$ cat config.mk
export PLATFORM = sky130hd
export DESIGN_NAME = pwm_deadtime
export DESIGN_NICKNAME = d
export VERILOG_FILES = /design/src/rtl/pwm_pkg.sv /design/src/rtl/deadtime_leg.sv /design/src/rtl/pwm_deadtime.sv
export SDC_FILE = /design/constraint.sdc
export NUM_CORES = 1
export LEC_CHECK = 0
export BUFFER_PORTS_ARGS = -buffer_cell sky130_fd_sc_hd__buf_2
export CAP_MARGIN = 30
export CORE_MARGIN = 5
export CORE_UTILIZATION = 25
export CTS_BUF_LIST = sky130_fd_sc_hd__clkbuf_8
export CTS_CLUSTER_SIZE = 30
export DETAILED_ROUTE_END_ITERATION = 8
export GPL_TIMING_DRIVEN = 0
export PLACE_DENSITY = 0.43
export SLEW_MARGIN = 20
export SYNTH_ARGS = -nofsm -noshare
export SYNTH_HDL_FRONTEND = slang
export SYNTH_SLANG_ARGS = --single-unit
$ cat constraint.sdc
create_clock -name clk -period 2.65 [get_ports clk]
set_clock_uncertainty 0.15 [all_clocks]
set_input_delay 0.3975 -clock clk [delete_from_list [all_inputs] [get_ports clk]]
set_output_delay 0.3975 -clock clk [all_outputs]
set_load 0.01 [all_outputs]
$ cat src/rtl/pwm_pkg.sv
// Shared definitions for the dead-time PWM block: leg state encoding and
// default dead-time counter width.
package pwm_pkg;

  localparam int DT_W_DEFAULT = 8;

  typedef enum logic [2:0] {
    SAFE,
    LOW_ON,
    DEAD_H,
    HIGH_ON,
    DEAD_L
  } leg_state_t;

endpackage

$ cat src/rtl/deadtime_leg.sv
// One half-bridge leg: input register, five-state gate FSM and dead-gap counter.
// Gate outputs are registered from the next-state decode so they move with the state.
module deadtime_leg
  import pwm_pkg::*;
#(
  parameter int DT_W = DT_W_DEFAULT
) (
  input  logic            clk,
  input  logic            resetn,
  input  logic            hold_safe,
  input  logic            pwm,
  input  logic [DT_W-1:0] dead_time,
  output logic            gate_hi,
  output logic            gate_lo
);

  logic            pwm_q;
  leg_state_t      state;
  leg_state_t      state_nxt;
  logic [DT_W-1:0] count;
  logic [DT_W-1:0] count_nxt;
  logic            hi_nxt;
  logic            lo_nxt;

  always_comb begin
    state_nxt = state;
    count_nxt = count;
    hi_nxt    = 1'b0;
    lo_nxt    = 1'b0;

    case (state)
      SAFE: begin
        state_nxt = LOW_ON;
        count_nxt = '0;
      end
      LOW_ON: begin
        if (pwm_q) begin
          if (dead_time == '0) begin
            state_nxt = HIGH_ON;
          end else begin
            state_nxt = DEAD_H;
            count_nxt = dead_time;
          end
        end
      end
      DEAD_H: begin
        // The count is the only timing source, so a late dead_time change cannot stretch the gap
        if (!pwm_q) begin
          state_nxt = LOW_ON;
          count_nxt = '0;
        end else if (count <= DT_W'(1)) begin
          state_nxt = HIGH_ON;
          count_nxt = '0;
        end else begin
          count_nxt = count - DT_W'(1);
        end
      end
      HIGH_ON: begin
        if (!pwm_q) begin
          if (dead_time == '0) begin
            state_nxt = LOW_ON;
          end else begin
            state_nxt = DEAD_L;
            count_nxt = dead_time;
          end
        end
      end
      DEAD_L: begin
        if (pwm_q) begin
          state_nxt = HIGH_ON;
          count_nxt = '0;
        end else if (count <= DT_W'(1)) begin
          state_nxt = LOW_ON;
          count_nxt = '0;
        end else begin
          count_nxt = count - DT_W'(1);
        end
      end
      default: begin
        state_nxt = SAFE;
        count_nxt = '0;
      end
    endcase

    if (hold_safe) begin
      state_nxt = SAFE;
      count_nxt = '0;
    end

    hi_nxt = (state_nxt == HIGH_ON);
    lo_nxt = (state_nxt == LOW_ON);
  end

  always_ff @(posedge clk or negedge resetn) begin
    if (!resetn) begin
      state   <= SAFE;
      count   <= '0;
      pwm_q   <= 1'b0;
      gate_hi <= 1'b0;
      gate_lo <= 1'b0;
    end else begin
      state   <= state_nxt;
      count   <= count_nxt;
      pwm_q   <= pwm;
      gate_hi <= hi_nxt;
      gate_lo <= lo_nxt;
    end
  end

endmodule

$ cat src/rtl/pwm_deadtime.sv
// Multi-leg dead-time gate driver: fault latch and enable gating shared by
// all legs, one deadtime_leg per half-bridge.
module pwm_deadtime
  import pwm_pkg::*;
#(
  parameter int NUM_LEGS = 2,
  parameter int DT_W     = DT_W_DEFAULT
) (
  input  logic                clk,
  input  logic                resetn,
  input  logic                enable,
  input  logic [NUM_LEGS-1:0] pwm_in,
  input  logic [DT_W-1:0]     dead_time,
  input  logic                fault,
  input  logic                fault_clr,
  output logic [NUM_LEGS-1:0] gate_hi,
  output logic [NUM_LEGS-1:0] gate_lo,
  output logic                fault_latched
);

  logic hold_safe;

  // A fresh fault acts on the same edge it is latched, ahead of enable and pwm
  assign hold_safe = fault | fault_latched | ~enable;

  always_ff @(posedge clk or negedge resetn) begin
    if (!resetn) begin
      fault_latched <= 1'b0;
    end else if (fault) begin
      fault_latched <= 1'b1;
    end else if (fault_clr) begin
      fault_latched <= 1'b0;
    end
  end

  for (genvar i = 0; i < NUM_LEGS; i++) begin : g_leg
    deadtime_leg #(
      .DT_W(DT_W)
    ) u_leg (
      .clk       (clk),
      .resetn    (resetn),
      .hold_safe (hold_safe),
      .pwm       (pwm_in[i]),
      .dead_time (dead_time),
      .gate_hi   (gate_hi[i]),
      .gate_lo   (gate_lo[i])
    );
  end

endmodule

==> flow_summary.yaml <==
global_route:
  grt-ovfl-total: 0
  track_usage_pct: 11.02
  grt_pass1_wl_mm: 8.528
  antenna_found_initial: 0
  grt_max_degree: 30
  grt_pass1_vias: 1721
outcome:
  status: "finished clean"
clock_tree:
  clk_pin_slew_ns: 0.07
  worstSkewPairLatency_ns: 0.28
  cts.sinks: 29
  tritoncts: "done"
  cts_buffers: 5
  cts_hold_buf: 0
  htreeDepth: 2
  clock-root-buffer: "clkbuf_8"
  cts_resized: 0
  cts_buffer_depth: 2
  post-cts-setup-buffer-count: 0
worst_setup_path:
  r2r-end: "g_leg[1].u_leg.count[2]$_DFFE_PN0P_"
  cp-start-kind: "flop"
  cp_data_required_time_ns: 2.70
  cp.arrival_ns: 2.26
  critPathKind: "reg -> reg"
  reg2reg_slack_ns: 0.44
  r2r_start: "g_leg[1].u_leg.count[0]$_DFFE_PN0P_"
  crit_fanout: 9
  worst_setup_path_end_kind: "flop"
  ff2ff_path_depth: 7
route:
  wl_mm: 5.160
  wl_per_cell_um: 14.70
  ant_nets: 0
  via_per_inst: 5.051
  drt_iter0_drc: 100
  via_count: 1773
  drc: 0
  dr.pass1.iters: 4
floorplanning:
  die_w_um: 97.54
  rows: 32
  io_pins: 20
  chipHeight_um: 97.54
  dieArea_um2: 9513
  initial_core_util_pct: 25.18
  core_area_um2: 7607
min_path:
  min-delay-path-class: "in -> async"
logic_synthesis:
  synth_edf_count: 0
  syn_area_per_cell_um2: 8.629
  yosysSeqAreaShare_pct: 37.88
  synth_fp_nets: 241
  ys.flop_type: "dfrtp_1"
  yosys_warnings: 0
  syn-cell-area_um2: 1916
  syn-instance-count: 222
  async_flop_share_pct: 100.0
  ys_ff_latch: 29
  synthDistinctLibCells: 53
placed_design:
  io_buffers: 19
  dp_hpwl_mm: 3.757
  place.gp.congestion: 0.7661
sta:
  fmax_mhz: 452.0
  worst_pin_slew_ns: 0.8226
  fin_crit_ns: 2.212
  slew_headroom_pct: 44.65
  period_share_pct: 83.49
  rsz0062_at_grt: "false"
  hold_violations: 0
  drv_slew: 0
  setup-violations-final: 0
  finalSetupTns_ns: 0
flow_run:
  cap_viol_max_count: 0
pwr:
  peakVddDrop_mv: 0.1690
  leakagePower_nw: 0.9898
  power.density_nw_per_um2: 415.6
layout:
  fillers: 859
  areaGrowthSynthToFinish_pct: 16.92
  drive_gt1_share_pct: 16.47
  finalNetCount: 267
  final_core_util_pct: 29.44
  diodes: 0
## logic make-up after synthesis
family                     share of synthesized area [%]
buffers and inverters                              6.532
adders and majority gates                          2.613
AOI/OAI and AO/OA                                  26.72
DFF                                                37.88
and+or+nand+nor                                    24.43
xor gates and xnor gates                           1.829
## cell type report
type	count	area [um^2]	share of cell area [%]
Multi-Input combinational cell	165	1065	47.54
Sequential cell	29	725.7	32.40
Tap cell	102	127.6	5.698
Clock inverter	1	5.005	0.2235
Inverter	13	48.80	2.179
Buffer	15	76.32	3.408
Timing Repair Buffer	19	95.09	4.246
Clock buffer	7	96.34	4.302
## worst max path at each step
stage | end | slack, ns | depth (start not counted) | startpoint
floorplan | g_leg[0].u_leg.count[2]$_DFFE_PN0P_ | 0.77 | 5 | g_leg[0].u_leg.count[3]$_DFFE_PN0P_
global placement | g_leg[1].u_leg.count[5]$_DFFE_PN0P_ | 0.38 | 6 | dead_time[0]
detailed placement | g_leg[1].u_leg.count[5]$_DFFE_PN0P_ | 0.42 | 6 | dead_time[0]
CTS | g_leg[1].u_leg.count[2]$_DFFE_PN0P_ | 0.43 | 7 | g_leg[1].u_leg.count[0]$_DFFE_PN0P_
global route | g_leg[1].u_leg.count[2]$_DFFE_PN0P_ | 0.26 | 7 | g_leg[1].u_leg.count[0]$_DFFE_PN0P_
finish | g_leg[1].u_leg.count[2]$_DFFE_PN0P_ | 0.44 | 7 | g_leg[1].u_leg.count[0]$_DFFE_PN0P_
## metal layers
layer	global-route usage, %	up-vias	share of wire, %
li1	-	870	-
met1	14.68	862	46
met2	17.76	34	49
met3	2.441	7	4.0
met4	3.408	0	1.2
met5	0	-	0
## layout by cell type (no fill, tap or decap), drive strengths merged, types with 3 or more instances in the layout
| cell type | count |
|---|---|
| a21o | 3 |
| a21oi | 9 |
| a221o | 3 |
| a22o | 10 |
| a31o | 3 |
| a31oi | 4 |
| and2 | 3 |
| buf | 28 |
| clkbuf | 13 |
| dfrtp | 29 |
| ha | 4 |
| inv | 13 |
| nand2 | 23 |
| nand2b | 3 |
| nand3 | 8 |
| nand3b | 4 |
| nor2 | 18 |
| nor2b | 7 |
| nor3 | 8 |
| nor4 | 6 |
| o211ai | 3 |
| o21ai | 12 |
| o22ai | 3 |
## Yosys cell counts (3+ instances only)
library cell	instances	area share, %
o21ai_0	6	1.6
a31o_1	3	1.4
buf_4	4	1.6
clkbuf_1	6	1.2
nor3_1	8	2.1
buf_2	4	1.0
nand2_1	23	4.5
nand3b_1	4	1.6
nand3_1	8	2.1
ha_1	4	2.6
a31oi_1	4	1.3
nand2b_1	3	0.98
o22ai_1	3	0.98
nor2_1	18	3.5
a21o_1	3	1.2
a221o_1	3	1.6
a22o_1	10	4.6
nor4_1	5	1.6
o21ai_1	6	1.6
dfrtp_1	29	38
nor2b_1	7	2.3
a21oi_1	8	2.1
inv_1	13	2.5
## state kept, by name (all words and copies together), names as in the netlist
signal,cells
g_leg.u_leg.count,16
g_leg.u_leg.gate_hi,2
g_leg.u_leg.pwm_q,2
g_leg.u_leg.state,6
g_leg.u_leg.gate_lo,2
fault_latched,1
## metrics by stage
| step | hold WS (ns) | instances | worst slack [ns] | total power, mW | area [um^2] |
|---|---|---|---|---|---|
| floorplan | -0.04809 | 222 | 0.7725 | 0.4896 | 1916 |
| global placement | 0.3540 | 343 | 0.3849 | 0.5282 | 2138 |
| detailed placement | 0.3553 | 343 | 0.4157 | 0.5284 | 2138 |
| CTS | 0.04478 | 351 | 0.4305 | 0.9492 | 2240 |
| global route | 0.06469 | 351 | 0.2626 | 0.9738 | 2240 |
| finish | 0.01432 | 351 | 0.4376 | 0.9307 | 2240 |
## worst max-delay path: stages, from the launching register on
cell and delay [ns]:
dfrtp_1 0.39, inv_1 0.09, ha_1 0.20, clkbuf_1 0.20, o211a_1 0.32, nor2_1 0.44
a32oi_1 0.18, o22ai_1 0.16
## power by group
part	leakage, nW	switching, mW	internal [mW]
sequential	0.396	0.00323	0.447
clock	0.0542	0.178	0.235
combinational	0.539	0.0442	0.0233
total	0.990	0.225	0.705
No activity file was read; power rests on OpenSTA's default activity.
